File: config.mk
export PLATFORM = sky130hd
export DESIGN_NAME = ob_drain_streamer
export DESIGN_NICKNAME = d
export VERILOG_FILES = /design/src/rtl/ob_drain_streamer.sv
export SDC_FILE = /design/constraint.sdc
export NUM_CORES = 1
export LEC_CHECK = 0
export BUFFER_PORTS_ARGS = -buffer_cell sky130_fd_sc_hd__buf_2
export CAP_MARGIN = 15
export CORE_MARGIN = 10
export CORE_UTILIZATION = 58
export CTS_BUF_LIST = sky130_fd_sc_hd__clkbuf_4
export CTS_CLUSTER_SIZE = 10
export DETAILED_ROUTE_END_ITERATION = 8
export PLACE_DENSITY = 0.85
export SLEW_MARGIN = 10
export SYNTH_ARGS = -nofsm -noshare
export SYNTH_HDL_FRONTEND = slang
export SYNTH_SLANG_ARGS = --single-unit
File: constraint.sdc
create_clock -name clk_i -period 4.49 [get_ports clk_i]
set_input_delay 0.6735 -clock clk_i [delete_from_list [all_inputs] [get_ports clk_i]]
set_output_delay 0.6735 -clock clk_i [all_outputs]
set_load 0.01 [all_outputs]
File: src/rtl/ob_drain_streamer.sv
// Streams a window of output-buffer rows over valid/ready after the matrix multiplier finishes.
// A 2-entry skid buffer absorbs the 1-cycle read latency so reads and transfers overlap at full rate.
module ob_drain_streamer #(
    parameter int unsigned WIDTH  = 8,
    parameter int unsigned COL    = 4,
    parameter int unsigned O_SIZE = 256,
    parameter int unsigned AW     = $clog2(O_SIZE)
) (
    input  logic                 clk_i,
    input  logic                 rst_i,
    input  logic                 start_i,
    input  logic [AW-1:0]        base_addr_i,
    input  logic [AW:0]          count_i,
    output logic                 mem_cenb_o,
    output logic                 mem_wenb_o,
    output logic [AW-1:0]        mem_addr_o,
    input  logic [COL*WIDTH-1:0] mem_q_i,
    output logic [COL*WIDTH-1:0] out_data_o,
    output logic                 out_valid_o,
    input  logic                 out_ready_i,
    output logic                 out_last_o,
    output logic                 busy_o,
    output logic                 done_o
);

    localparam int unsigned DW = COL * WIDTH;
    localparam int unsigned CW = AW + 1;

    typedef enum logic [1:0] {
        ST_IDLE  = 2'd0,
        ST_RUN   = 2'd1,
        ST_DRAIN = 2'd2,
        ST_DONE  = 2'd3
    } state_t;

    state_t          state;
    logic [AW-1:0]   base_q;
    logic [AW-1:0]   addr_q;
    logic [CW-1:0]   count_q;
    logic [CW-1:0]   issued;
    logic [CW-1:0]   sent;
    logic            inflight;
    logic [1:0]      occ;
    logic [DW-1:0]   fifo_q [2];
    logic            rd_ptr;
    logic            wr_ptr;
    logic            busy_q;
    logic            done_q;

    logic            pop_c;
    logic            issue_c;
    logic [1:0]      occ_nxt_c;
    logic [AW-1:0]   rd_addr_c;

    // occ_nxt_c is the occupancy after this edge's capture and pop; issuing
    // only when it is below 2 guarantees the capture one cycle later fits.
    assign pop_c     = (occ != 2'd0) && out_ready_i;
    assign occ_nxt_c = occ + 2'(inflight) - 2'(pop_c);
    assign rd_addr_c = base_q + issued[AW-1:0];
    assign issue_c   = (state == ST_RUN) && (issued < count_q) && (occ_nxt_c < 2'd2);

    assign mem_cenb_o  = ~issue_c;
    assign mem_wenb_o  = 1'b1;
    assign mem_addr_o  = issue_c ? rd_addr_c : addr_q;

    assign out_valid_o = (occ != 2'd0);
    assign out_data_o  = fifo_q[rd_ptr];
    assign out_last_o  = out_valid_o && (sent == count_q - CW'(1));
    assign busy_o      = busy_q;
    assign done_o      = done_q;

    // Control FSM, read/transfer counters and skid buffer.
    always_ff @(posedge clk_i) begin
        if (rst_i) begin
            state    <= ST_IDLE;
            base_q   <= '0;
            addr_q   <= '0;
            count_q  <= '0;
            issued   <= '0;
            sent     <= '0;
            inflight <= 1'b0;
            occ      <= 2'd0;
            rd_ptr   <= 1'b0;
            wr_ptr   <= 1'b0;
            busy_q   <= 1'b0;
            done_q   <= 1'b0;
        end else begin
            done_q   <= 1'b0;
            inflight <= issue_c;
            occ      <= occ_nxt_c;

            if (issue_c) begin
                addr_q <= rd_addr_c;
                issued <= issued + CW'(1);
            end

            if (inflight) begin
                fifo_q[wr_ptr] <= mem_q_i;
                wr_ptr         <= ~wr_ptr;
            end

            if (pop_c) begin
                rd_ptr <= ~rd_ptr;
                sent   <= sent + CW'(1);
            end

            unique case (state)
                ST_IDLE: begin
                    if (start_i) begin
                        base_q  <= base_addr_i;
                        count_q <= count_i;
                        issued  <= '0;
                        sent    <= '0;
                        busy_q  <= 1'b1;
                        if (count_i == '0) begin
                            state  <= ST_DONE;
                            done_q <= 1'b1;
                        end else begin
                            state <= ST_RUN;
                        end
                    end
                end
                ST_RUN: begin
                    if (issue_c && (issued + CW'(1) == count_q)) begin
                        state <= ST_DRAIN;
                    end
                end
                ST_DRAIN: begin
                    if (pop_c && (sent + CW'(1) == count_q)) begin
                        state  <= ST_DONE;
                        done_q <= 1'b1;
                    end
                end
                ST_DONE: begin
                    state  <= ST_IDLE;
                    busy_q <= 1'b0;
                end
                default: state <= ST_IDLE;
            endcase
        end
    end

endmodule

* Word-level counts from Yosys, hierarchy flattened
Memory sizes are Yosys's and may differ from the RTL's. A register that Yosys moved wholly into a read port is not among the register bits. Cells that the tools add are included.
Storage, ports and cells: register bits 52, memory bits (writable) 64, bits of input ports 53, output and inout port bits 46, memories 1
Memory list:
- fifo_q | words 2, bits a word 32, rd ports 1, clocked after memory_dff 1, wr ports 1, RTL line 44 | logic [DW-1:0] fifo_q [2];
Cells by class: add/subtract/negate cells 6, $lt $le $gt $ge 2, equal/unequal tests 9, mux-type cells 23, bitwise gates (word level) 3, reductions and logical operators 13
Operator list (number):
- 2-to-1 mux 9 bit | 6
- == test 9 bit | 3
- adder 9 x 1 -> 9 bit (second input constant) | 2
- logical NOT 9 bit | 1
- < comparator 9 bit | 1
- 2-to-1 mux 1 bit | 9
- subtractor 9 x 1 -> 9 bit (second input constant) | 1
- adder 8 bit | 1
- 2-to-1 mux 2 bit | 4
- 2-to-1 mux 8 bit | 1
- one-hot mux 2 bit (4 select lines) | 1
- logical AND 1 bit | 6
- == test 2 bit (second input constant) | 2
- inequality test 2 bit (second input constant) | 2
- one-hot mux 1 bit (2 select lines) | 2
- AND reduction 2 bit | 2
- nonzero test 2 bit | 2
- inverter 1 bit | 3
- AND reduction 3 bit | 1
- adder 2 x 1 -> 2 bit | 1
- == test 2 x 1 -> 1 bit (second input constant) | 1
- logical NOT 2 bit | 1
- < comparator 2 bit (second input constant) | 1
- inequality test 2 x 1 -> 1 bit (second input constant) | 1
- subtractor 2 x 1 -> 2 bit | 1

* Logic depth before layout (Yosys ltp)
Gate-level depths: netlist (run 1).
depth in word-level cells 8, gate-level depth with buffers 16, mapped depth without buffers 15

* Worst setup path after synthesis (run 1)
OpenSTA, ideal clock, no wires.
path type input to register, from input rst_i, to memory fifo_q[0][0] (netlist name), enable pin, setup time 0.468 ns, arrival time 3.293 ns, data required time 4.022 ns, setup slack 0.729 ns, stages 2, cell sequence clkbuf_1 > nor3b_1
Between the ends: cells in the longest elaborated chain, start to end 2
Ends and longest elaborated chain:
- from (decl) | RTL line 10 | input logic rst_i,
- 2-to-1 mux 1 bit | RTL line 74 | if (rst_i) begin
- 2-to-1 mux 1 bit (not written as such) | RTL line 98 | fifo_q[wr_ptr] <= mem_q_i;
- to (decl) | RTL line 44
Every way passes these cells.

* Worst setup path in the final report (run 1)
from register occ[0], to output mem_addr_o[7]
Between the ends: cells in the longest elaborated chain, start to end 6
Ends and longest elaborated chain:
- from (decl) | RTL line 43 | logic [1:0] occ;
- from (signal assigned) | RTL line 90 | occ <= occ_nxt_c;
- nonzero test 2 bit | RTL line 57 | assign pop_c = (occ != 2'd0) && out_ready_i;
- logical AND 1 bit | RTL line 57
- net pop_c | RTL line 50 | logic pop_c;
- subtractor 2 x 1 -> 2 bit | RTL line 58 | assign occ_nxt_c = occ + 2'(inflight) - 2'(pop_c);
- < comparator 2 bit | RTL line 60 | assign issue_c = (state == ST_RUN) && (issued < count_q) && (occ_nxt_c < 2'd2);
- logical AND 1 bit | RTL line 60
- 2-to-1 mux 8 bit
- to (decl) | RTL line 16 | output logic [AW-1:0] mem_addr_o,
The timed path passes the listed nets, and every way through them passes these cells.

==> results.md, run 1 <==
- The min-delay analysis places its worst path in the category primary input to flip-flop.
- The predominant post-synthesis flop cell is sky130_fd_sc_hd__edfxtp_1.
- During placement, the flow inserted port buffers numbering between 90 and 100.
- Setup repair after global routing left no endpoint under its margin.
- The clock tree synthesis step divided the H-tree into 4 levels.
- The nature of the critical path startpoint is a flip-flop.
- The critical path launch point is occ[0].
- Synthesis inferred 117 register bits.
- The aggregate negative setup slack is 0 ps.
- The number of synthesized flops with an enable pin is 64.
- The worst endpoint required time is around 3800 ps.
- The area of the core is 0.00937 mm2.
- The worst hold path begins at mem_q_i[10].
- The sort of element at the end of the critical path is an output pin.
- For this design the top-level I/O count stands at between 90 and 100.
- For the final database, setup skew stands at 12.7 ps.
- The run finished with clean final reports.
- Summing over every cut layer, the via total after detailed routing is 4064.
- The library cells used most frequently in the layout, excluding fill and tap cells, are sky130_fd_sc_hd__buf_2 (97), sky130_fd_sc_hd__nand2_1 (66), sky130_fd_sc_hd__edfxtp_1 (64).
- In this run the power density over the cells is ~460 mW/mm2.
- The count of fill cells added during filler insertion is between 700 and 800.
- The largest delay contributor family on the critical path is simple AND/OR/NAND/NOR gates.
- The detailed-route vias per instance is between 5 and 6.
- The logic depth of the worst path, buffers included is 15.
- The final layout contains routed wiring with a total length of around 12000 um.
- 0 antenna diodes ended up in the layout.
- In the final layout, the multi-input gates occupy about 0.0025 mm2.
- The start-to-end type of the worst setup path is flip-flop to output pin.
- Counting along the longest clock path gives a buffer depth of 2.
- The first-pass GRT wire length is just under 20000 um.
- The number of nets in the final layout is 692.
- The headroom to the max-slew limit is approximately 53%.
- The final-report hold violation count is 0.
- The number of buffers created by CTS is 17.
- The worst voltage drop across the vdd grid is approximately 0.32 mV.
- Buffers inserted to repair hold after CTS numbered 0.
- Traced cell by cell, the critical path runs through nor2_1, inv_1, nand2_1, inv_2, ha_1, inv_1, ha_1, xor2_1, xnor2_1, nand4b_1, nor2_4, inv_1, or4_1, nand3_1, buf_2.
- The slowest stage of the critical path is the sky130_fd_sc_hd__or4_1 cell.
- Counting flops with an async set or reset pin after synthesis yields a share of 0%.
- The starting density of the core is 60.3%.
- The total area of sequential cells is 0.00298 mm2.
- Across the run, the number of max-cap violations was 0.
- The logic depth of the worst register-to-register path is 16.
- The count of endpoints failing setup in the final report is 0.
- Once detailed placement completed, the half-perimeter wirelength came to approximately 8500 um.
- In the final layout, the share of cells above drive strength 1 is ~29%.
- The die covers approximately 0.014 mm2.
- The overall global routing resource usage is 16.6%.
- The fraction of synthesized cell area taken by the top area cell type is approximately 34%.
- In this run the cell area of the synthesized design comes to 0.00565 mm2.
- Across all setup checks in the final design, the least slack found is between 200 and 300 ps.
- Summed over all layers, the global routing overflow is 0.
- The synthesized instance count is roughly 520.
- The most numerous cell type found on the critical path is sky130_fd_sc_hd__inv_1.
- The tightest hold path in the finished design has a slack of 335 ps.
- In this run the post-CTS setup repair buffer count came out at 0.
- The die extent in x is ~120 um.
- The total buffers and inverters traversed by the critical path is 5.
- The biggest area contributor in the post-synthesis netlist is sky130_fd_sc_hd__edfxtp_1.
- On the worst path, the slowest cell contributes a delay of 540 ps.
- The data arrival time of the worst path is between 3000 and 4000 ps.
- The worst slack after detailed placement is between 400 and 500 ps.
- After clock tree synthesis, the repair step resized 0 gates.
- Along the worst hold path, the cell count comes to 1.
- The worst register-to-register path begins at occ[0].
- After detailed routing, the number of remaining DRC violations is 0.
- Measured along the y axis, the die boundary spans ~120 um.
- The max-slew violation count is 0.
- The final RePlAce weighted congestion is between 0.8 and 0.9.
- The sum of internal, switching and leakage power is 0.00296 W.
- Row generation in the floorplan step produced 35 rows.
- The number of global-route vias before repair is between 4000 and 5000.
- The maximum number of pins on one net before global-route repair is 40.
- The sequential share of the synthesized area is between 50% and 60%.
- The maximum clock rate is around 240 MHz.
- TritonCTS built the clock tree.
- The initial antenna violation count is 0.
- The post-synth net total is about 600.
- The clock root buffer master is sky130_fd_sc_hd__clkbuf_4.
- The pin slew with the least headroom to its limit is about 700 ps.
- For this design the static power due to leakage is roughly 2.5 nW.
- The clock sink count is ~120.
- The worst-skew pair later-pin latency is between 500 and 600 ps.
- The shortest period the worst path allows is 4200 ps.
- Clock-pin slew was measured on the worst setup and hold paths at about 110 ps.
- In this run the remaining antenna-violating nets after routing total 0.
- The average instance in the mapped netlist occupies roughly 11 um2.
- In this run, the number of DRC markers left after iteration 0 of detailed routing was 377.
- The library cell used most frequently in the layout, excluding fill and tap cells, is sky130_fd_sc_hd__buf_2.
- The highest net fanout along the worst path is 7.
- Counting distinct cell types in the post-synthesis netlist gives 59.
- The first detailed-routing pass took 4 iterations.
- The average routed wire per standard cell is approximately 15 um.
- The layout-stage area growth over the synthesis result is 15.1%.
- By area the synthesized netlist is led by sky130_fd_sc_hd__edfxtp_1 (34%), sky130_fd_sc_hd__dfxtp_1 (19%), sky130_fd_sc_hd__mux2_2 (6.4%).
- The final critical path takes up 93.4% of the cycle.
- During synthesis, Yosys emitted a total of 0 warnings.
report_power, final:
group	internal, W	total [W]	switching (W)
combinational	0.000383	0.000883	0.000500
sequential	0.00122	0.00130	0.0000798
clock	0.000343	0.000780	0.000437
logic make-up (layout without fill, tap and decap cells):
kind of cell / count (synthesis) / in the layout / share of synthesized area (%)
adders and majority gates: 26 / 26 / 5.89
and+or+nand+nor: 170 / 170 / 14.2
other: 1 / 1 / 0.0663
AOI/OAI and AO/OA: 72 / 72 / 8.81
muxes: 32 / 32 / 6.37
buffers and inverters: 50 / 158 / 3.87
DFF: 117 / 117 / 52.8
xor gates and xnor gates: 50 / 50 / 8.08
worst register-to-register path, stage by stage, from the launching register on:
cell and delay [ps]:
sky130_fd_sc_hd__dfxtp_1 320, sky130_fd_sc_hd__nor2_1 160, sky130_fd_sc_hd__inv_1 70, sky130_fd_sc_hd__nand2_1 200
sky130_fd_sc_hd__inv_2 120, sky130_fd_sc_hd__ha_1 290, sky130_fd_sc_hd__inv_1 40, sky130_fd_sc_hd__ha_1 170
sky130_fd_sc_hd__xor2_1 150, sky130_fd_sc_hd__xnor2_1 230, sky130_fd_sc_hd__nand4b_1 180, sky130_fd_sc_hd__nor2_4 220
sky130_fd_sc_hd__inv_1 80, sky130_fd_sc_hd__buf_4 220, sky130_fd_sc_hd__o41ai_4 510, sky130_fd_sc_hd__nand3_1 160
sky130_fd_sc_hd__a221oi_2 230
path summary, 6_finish.rpt:
kind | end | slack [ps]
max | mem_addr_o[7] | 290
min | fifo_q[0][10] | 340
max reg2reg | state[0] | 1060
min reg2reg | base_q[6] | 480
state kept, by name, indices dropped and copies added (netlist names), named ones only:
register,count
addr_q,8
base_q,8
busy_o,1
count_q,9
done_o,1
fifo_q,64
inflight,1
issued,9
occ,2
rd_ptr,1
sent,9
state,2
wr_ptr,1
stage by stage:
stage                     std cells  util (%)  area (um2)
after floorplan                 518         -        5650
after global placement          723      66.3        6210
after detailed placement        723      66.3        6210
after CTS                       755      69.4        6510
after global routing            755      69.4        6510
final                           755      69.4        6510
area by class of cell:
cell class | instances | share of cell area [%]
Clock inverter | 15 | 2.60
Multi-Input combinational cell | 351 | 37.8
Sequential cell | 117 | 45.8
Timing Repair Buffer | 101 | 7.92
Clock buffer | 17 | 1.96
Inverter | 25 | 1.44
Tap cell | 129 | 2.48
synth_stat cells, types with 2 or more instances:
library cell,number
sky130_fd_sc_hd__nand2_1,66
sky130_fd_sc_hd__edfxtp_1,64
sky130_fd_sc_hd__dfxtp_1,53
sky130_fd_sc_hd__nor2_1,46
sky130_fd_sc_hd__mux2_2,32
sky130_fd_sc_hd__xnor2_1,30
sky130_fd_sc_hd__a21oi_1,29
sky130_fd_sc_hd__ha_1,25
sky130_fd_sc_hd__inv_1,24
sky130_fd_sc_hd__xor2_1,19
sky130_fd_sc_hd__o21ai_0,15
sky130_fd_sc_hd__clkbuf_1,13
sky130_fd_sc_hd__nor2b_1,11
sky130_fd_sc_hd__nand3_1,10
sky130_fd_sc_hd__nor3_1,8
sky130_fd_sc_hd__buf_1,6
sky130_fd_sc_hd__nor4_1,6
sky130_fd_sc_hd__a31oi_1,3
sky130_fd_sc_hd__buf_6,3
sky130_fd_sc_hd__nand2b_1,3
sky130_fd_sc_hd__nor3b_1,3
sky130_fd_sc_hd__a21boi_0,2
sky130_fd_sc_hd__a21o_1,2
sky130_fd_sc_hd__and2_1,2
sky130_fd_sc_hd__buf_4,2
sky130_fd_sc_hd__nand4_1,2
sky130_fd_sc_hd__o2111ai_1,2
sky130_fd_sc_hd__o211ai_1,2
sky130_fd_sc_hd__o21a_1,2
sky130_fd_sc_hd__o31ai_1,2
sky130_fd_sc_hd__o41ai_4,2
sky130_fd_sc_hd__or3_1,2
per-layer routing:
| layer | vias to the layer above | GRT usage (%) | routed length [um] |
|---|---|---|---|
| met1 | 1915 | 20.5 | 5330 |
| met5 | - | 0 | 0 |
| li1 | 2006 | - | - |
| met2 | 129 | 27.0 | 5520 |
| met3 | 14 | 4.62 | 697 |
| met4 | 0 | 6.18 | 149 |
Note: power is estimated with default switching activity, not from simulation.
==> run 2, diff against run 1 <==
PLACE_DENSITY = 0.82   (was 0.85)
RECOVER_POWER = 50   (was default)
==> run 2 against run 1 <==
  * The flow now finishes with violations (max-capacitance violations, max-slew violations)
  * Critical path depth unchanged
  * Worst setup slack worse by 17 ps
  * Total power rose by 2.1%
  * Critical path type unchanged
==> results.md, run 2 (synthesis results as in run 1) <==
- The worst setup path is captured at an output pin.
- The buffer count from post-CTS setup fixing is 0.
- The die extent in x is 119 um.
- The flow ran to the end, but the final reports show violations.
- For this run, global-route usage on met1 was measured as 22.2%.
- The hold path startpoint is mem_q_i[24].
- The first detailed-routing pass took 5 iterations.
- The commonest non-fill, non-tap cell in the layout is sky130_fd_sc_hd__buf_2.
- The height of the die is around 120 um.
- After floorplanning, the core was sized to cover 0.00937 mm2.
- Setup violations remaining at the end of the flow were counted as 0.
- The final-report hold violation count is 0.
- The die covers around 0.014 mm2.
- The congestion estimate from routability-driven global placement came to between 0.9 and 1.
- The total leakage power is ~2.5 nW.
- The worst voltage drop across the vdd grid is approximately 0.25 mV.
- The pin slew with the least headroom to its limit is ~1800 ps.
- The number of global-route vias before repair is approximately 4000.
- In this run the register-to-register setup slack is slightly above 1000 ps.
- The clock sink count is roughly 120.
- The maximum clock skew at final layout is between 15 and 20 ps.
- The kind of path behind the tightest hold check is primary input to flip-flop.
- In this run the tightest slew margin relative to its limit is -19.0%.
- In the routed design, unresolved DRC markers number 0.
- Once layout is complete, the cells apart from fillers number approximately 760.
- met2 is the most crowded layer.
- After detailed placement, the design holds a cell count of a little over 700.
- Entering global routing, the biggest net connects 40 pins.
- The endpoint of the most critical register-to-register path is state[1].
- The number of buffers on the longest clock path is 2.
- The clock tree from TritonCTS is done.
- The shortest period the worst path allows is 4210 ps.
- At the end of the flow, the number of nets in the layout was 692.
- The first global-routing pass estimated a little over 20000 um of wire.
- The logic depth of the worst register-to-register path is 16.
- The number of gates resized after CTS is 0.
- The clock root buffer master is sky130_fd_sc_hd__clkbuf_4.
- The max-slew violation count is about 110.
- The maximum clock rate is 237 MHz.
- The final routed wirelength across all metal layers is 12100 um.
- The register with the most flip-flops in the layout has between 60 and 70 of them.
- The detailed-route vias per instance is approximately 5.4.
- The nature of the critical path startpoint is a flip-flop.
- Dividing the detail-routed wire length by the instance count gives approximately 16 um.
- For met2 alone, demand over resource in global routing was 27.9%.
- The fraction of met3 tracks used by global routing is 5.19%.
- Row generation in the floorplan step produced 35 rows.
- For hold timing, the worst endpoint is fifo_q[0][24].
- The checks that failed: max-capacitance violations, max-slew violations.
- The overall global routing resource usage is between 10% and 20%.
- The layout-stage area growth over the synthesis result is 14.7%.
- Setup repair after global routing left no endpoint under its margin.
- The sum of internal, switching and leakage power is 0.00302 W.
- The number of buffers created by CTS is 17.
- The data arrival time of the worst path is roughly 3500 ps.
- Of all nets on the critical path, the largest fanout is 7.
- Counting flops per register, the top entry is fifo_q.
- After clock tree synthesis, the flow added hold-fix buffers numbering 0.
- Of the cells placed in the final design, the portion with a size suffix greater than 1 is between 20% and 30%.
- The clock tree synthesis step divided the H-tree into 4 levels.
- Clock latency on the worst-skew pair, taken at its later pin, is around 500 ps.
- The ratio of total power to cell area is around 470 mW/mm2.
- The max capacitance violation total is 3.
- The remaining number of nets flagged by the antenna check after routing is 0.
- The starting density of the core is 60.3%.
- 0 antenna diodes ended up in the layout.
- The initial antenna violation count is 0.
- The library cells used most frequently in the layout, excluding fill and tap cells, are sky130_fd_sc_hd__buf_2 (73), sky130_fd_sc_hd__nand2_1 (66), sky130_fd_sc_hd__edfxtp_1 (64).
- Counting instances, the worst hold path has a depth of 1.
- During placement, the flow inserted port buffers numbering 97.
- The startpoint identified for the worst register-to-register timing path is occ[0].
- The detailed placer's ending HPWL is 8700 um.
- The aggregate negative setup slack is 0 ps.
- For this run the aggregate overflow at the end of global routing stands at 0.
- The final route contains 4075 vias.
- The clock-pin slew reported for the worst setup and hold paths after clock tree synthesis is roughly 120 ps.
- The worst endpoint required time is around 3800 ps.
- During I/O placement, the number of pins put on the boundary was approximately 100.
- The post-route fraction of the period consumed by the critical path is 93.8%.
- The number of design-rule violations left by the first detailed-router iteration is 305.
- The start-to-end type of the worst setup path is flip-flop to output pin.
-- run 2: cell types whose count changed in the layout (fill, tap and decap cells not counted), sizes merged --
cell | before | now
inv | 31 | 32
bufinv | 2 | 3
clkinvlp | 2 | 1
clkbuf | 17 | 43
buf | 101 | 75
clkinv | 5 | 4
-- run 2: metal layers --
layer / up-vias / part of all wire [%]
li1: 2005 / -
met1: 1909 / 45
met2: 151 / 48
met3: 10 / 6.6
met4: 0 / 0.73
met5: - / 0
-- run 2: how the worst max path moves through the flow --
| stage | startpoint | to | cells past startpoint |
|---|---|---|---|
| after floorplan | rst_i | fifo_q[0][0] | 2 |
| after global placement | out_ready_i | mem_addr_o[7] | 14 |
| after detailed placement | out_ready_i | mem_addr_o[7] | 14 |
| after CTS | occ[0] | mem_addr_o[7] | 15 |
| after global routing | occ[0] | mem_addr_o[7] | 15 |
| final | occ[0] | mem_addr_o[7] | 15 |
-- run 2: worst max-delay path, stage by stage, from the launching register on --
cell	delay, ps
sky130_fd_sc_hd__dfxtp_1	330
sky130_fd_sc_hd__nor2_1	140
sky130_fd_sc_hd__inv_1	70
sky130_fd_sc_hd__nand2_1	190
sky130_fd_sc_hd__inv_2	110
sky130_fd_sc_hd__ha_1	290
sky130_fd_sc_hd__inv_1	40
sky130_fd_sc_hd__ha_1	180
sky130_fd_sc_hd__xor2_1	150
sky130_fd_sc_hd__xnor2_1	220
sky130_fd_sc_hd__nand4b_1	190
sky130_fd_sc_hd__nor2_4	250
sky130_fd_sc_hd__inv_1	90
sky130_fd_sc_hd__or4_1	550
sky130_fd_sc_hd__nand3_1	100
sky130_fd_sc_hd__buf_2	130
-- run 2: layout make-up --
class | instances | area, um2
flip-flops and latches | 117 | 2980
fillers | 745 | 2880
multi-input cells | 351 | 2450
repair buffers | 101 | 478
clock inverters | 15 | 191
well taps | 129 | 161
clock buffers | 17 | 128
inverters | 25 | 93.8
-- run 2: per-stage QoR --
step	setup WS [ps]	area, um2	hold WS, ps	utilization, %
after floorplan	729	5650	441	-
after global placement	538	6210	448	66.3
after detailed placement	396	6210	455	66.3
after CTS	41.6	6530	304	69.7
after global routing	28.2	6490	291	69.2
final	278	6490	355	69.2
-- run 2: power by group --
group / internal [W] / total, W / switching (W)
clock network: 0.000402 / 0.000841 / 0.000439
registers: 0.00122 / 0.00130 / 0.0000770
logic: 0.000380 / 0.000884 / 0.000505
total: 0.00200 / 0.00302 / 0.00102
==> run 3, diff against run 2 <==
CORE_UTILIZATION = 62   (was 58)
PLACE_DENSITY = 0.87   (was 0.82)
SKIP_CTS_REPAIR_TIMING = 1   (was default)
clock period = 5.19 ns   (was 4.49 ns; I/O delays follow)
==> run 3 against run 2 <==
  * The flow still finishes with violations (max-capacitance violations, max-slew violations)
  * Worst hold slack improved by 81 ps
  * Worst setup slack improved by 380 ps
  * Cell count down 2.8%
  * Global-route usage up 1.4 points
  * Sequential power down 13%
  * Via count decreased by 1.1%
  * Die area fell by 5.4%
  * Routed wire length about the same
  * Register-to-register slack better by 520 ps
  * Combinational power down 14%
  * Critical path type unchanged
  * Critical endpoint unchanged
  * Largest cell class unchanged
  * Highest routed layer unchanged
==> results.md, run 3 (synthesis results as in run 1) <==
- The combinational share of power is roughly 29%.
- The number of antenna repair diodes is 0.
- The highest-delay cell along the critical path is sky130_fd_sc_hd__or4_1.
- The library cells used most frequently in the layout, excluding fill and tap cells, are sky130_fd_sc_hd__buf_2 (78), sky130_fd_sc_hd__nand2_1 (66), sky130_fd_sc_hd__edfxtp_1 (64).
- Together, buffers and inverters on the worst path number 5.
- The clock tree synthesis step divided the H-tree into 4 levels.
- The die is about 120 um wide.
- The number of buffers created by CTS is 17.
- The final-report hold violation count is 0.
- Among the stages of the critical path, the cell type that occurs most often is sky130_fd_sc_hd__inv_1.
- The clock arrives with 14.5 ps of skew.
- The height of the die is approximately 120 um.
- Data arrives at the worst endpoint at approximately 3800 ps.
- The slack of the critical path is about 650 ps.
- Clock-pin slew was measured on the worst setup and hold paths at approximately 120 ps.
- STA classifies the critical path startpoint as a flip-flop.
- Subtracting the final worst setup slack from the clock period gives 4540 ps.
- The register with the most flip-flops in the layout has 64 of them.
- Prior to clock tree synthesis, the placed netlist has a worst setup slack of 897 ps.
- The number of nets in the final layout is about 690.
- The fraction of power consumed by sequential logic is 42.4%.
- Summed over all cells, the static leakage comes to approximately 2.5 nW.
- The clock network accounts for between 20 and 30% of the total power.
- The number of design-rule violations left by the first detailed-router iteration is 396.
- The ratio of total power to cell area is 409 mW/mm2.
- The number of global-route vias before repair is between 4000 and 5000.
- The average routed wire per standard cell is 16.5 um.
- The overall global routing resource usage is between 10% and 20%.
- The number of input and output port buffers inserted is 97.
- Headroom to the max-slew limit came out at -16.4%.
- The number of placed instances, taps included, is around 700.
- Cells with a size suffix above 1 make up 25.1% of the layout.
- The detailed placer's ending HPWL is between 8000 and 9000 um.
- For this run, the slowest stage of the critical path takes around 560 ps.
- The residual DRC count is 0.
- The total net switching power is 0.000874 W.
- The sort of element at the end of the critical path is an output pin.
- The signal on the critical path passes through nor2_1, inv_1, nand2_1, clkinv_1, ha_1, inv_1, ha_1, xor2_1, xnor2_1, nand4b_1, nor2_4, inv_1, or4_1, nand3_1, buf_2.
- In this run the worst hold path is classified as primary input to flip-flop.
- The first detailed-routing pass ran for 5 iterations.
- The start-to-end type of the worst setup path is flip-flop to output pin.
- The first global-routing pass estimated around 20000 um of wire.
- The number of buffers on the longest clock path is 2.
- Relative to the synthesized area, the layout overhead comes to 14.7%.
- The initial antenna violation count came to 0.
- The aggregate negative setup slack is 0 ps.
- The checks that failed: max-capacitance violations, max-slew violations.
- The largest delay contributor family on the critical path is simple AND/OR/NAND/NOR gates.
- The detailed-route vias per instance is between 5 and 6.
- In this run the core area contains 34 standard-cell rows.
- The clock root buffer master is sky130_fd_sc_hd__clkbuf_4.
- The remaining number of nets flagged by the antenna check after routing is 0.
- The final routed wirelength across all metal layers is between 10000 and 15000 um.
- The clock tree from TritonCTS is done.
- Entering global routing, the biggest net connects 40 pins.
- The register with the most flip-flops in the final layout is fifo_q.
- The remaining global-route overflow is 0.
- The worst voltage drop across the vdd grid is between 0.2 and 0.3 mV.
- The starting density of the core is 64.2%.
- The count of fill cells added during filler insertion is 612.
- Across the run, the number of max-cap violations was 3.
- The max-slew violation count is 106.
- The congestion estimate from routability-driven global placement came to slightly below 0.9.
- The via count is around 4000.
- The post-route fraction of the period consumed by the critical path is 87.4%.
- The commonest non-fill, non-tap cell in the layout is sky130_fd_sc_hd__buf_2.
- The final cell utilization of the core is between 70% and 80%.
- Net switching is 33.0% of the power.
- The flow ran to the end, but the final reports show violations.
- The maximum clock rate is 220 MHz.
- Setup repair after global routing left no endpoint under its margin.
- At the pin with the least slew margin, the transition time is between 1500 and 2000 ps.
- The internal power is about 0.0018 W.
- The clock sink count is approximately 120.
- Setup violations remaining at the end of the flow were counted as 0.
- Leaving out filler cells and counting taps, the final layout contains between 700 and 800.
- The area of the core is just under 0.009 mm2.
- Pin placement for this block handled between 90 and 100 I/O pins.
- The total die area is 0.0133 mm2.
- Data on the critical path is required at its endpoint by ~4400 ps.
- Of all nets on the critical path, the largest fanout is 7.
- Clock latency on the worst-skew pair, taken at its later pin, is between 500 and 600 ps.
[run 3: through the flow]
| stage | total power (W) | hold WS [ps] | cell area, um2 |
|---|---|---|---|
| CTS | 0.00267 | 393 | 6520 |
| global placement | 0.00187 | 459 | 6180 |
| detailed placement | 0.00191 | 471 | 6180 |
| floorplan | 0.00168 | 441 | 5650 |
| finish | 0.00265 | 436 | 6480 |
| global route | 0.00280 | 386 | 6480 |
[run 3: cell type report]
cell class | instances | area, um2 | share of cell area (%)
timing repair buffer | 101 | 484 | 7.47
multi-input combinational | 351 | 2450 | 37.8
clock buffer | 18 | 135 | 2.08
clock inverter | 14 | 200 | 3.09
tap | 108 | 135 | 2.08
inverter | 25 | 93.8 | 1.45
sequential | 117 | 2980 | 46.0
[run 3: path summary, 6_finish.rpt]
path	start	end	slack, ps	cells after the start
worst max-delay path	occ[1]	mem_addr_o[7]	650	15
worst min-delay path	mem_q_i[14]	fifo_q[0][14]	440	1
worst max register to register	occ[1]	state[1]	1540	16
worst min register to register	base_q[6]	base_q[6]	490	2
[run 3: layer usage]
layer | vias up | global-route usage, % | wire, um
li1 | 1997 | - | -
met1 | 1861 | 23.1 | 5190
met2 | 163 | 30.4 | 5790
met3 | 10 | 5.48 | 993
met4 | 0 | 7.94 | 134
met5 | - | 0 | 0
[run 3: power groups by stage]
stage | Sequential, W | Combinational (W) | Clock (W)
2_1_floorplan | 0.00111 | 0.000572 | 0
3_3_place_gp | 0.00114 | 0.000733 | 0
3_5_place_dp | 0.00114 | 0.000764 | 0
4_1_cts | 0.00112 | 0.000770 | 0.000781
5_1_grt | 0.00113 | 0.000847 | 0.000821
6_report | 0.00113 | 0.000760 | 0.000767
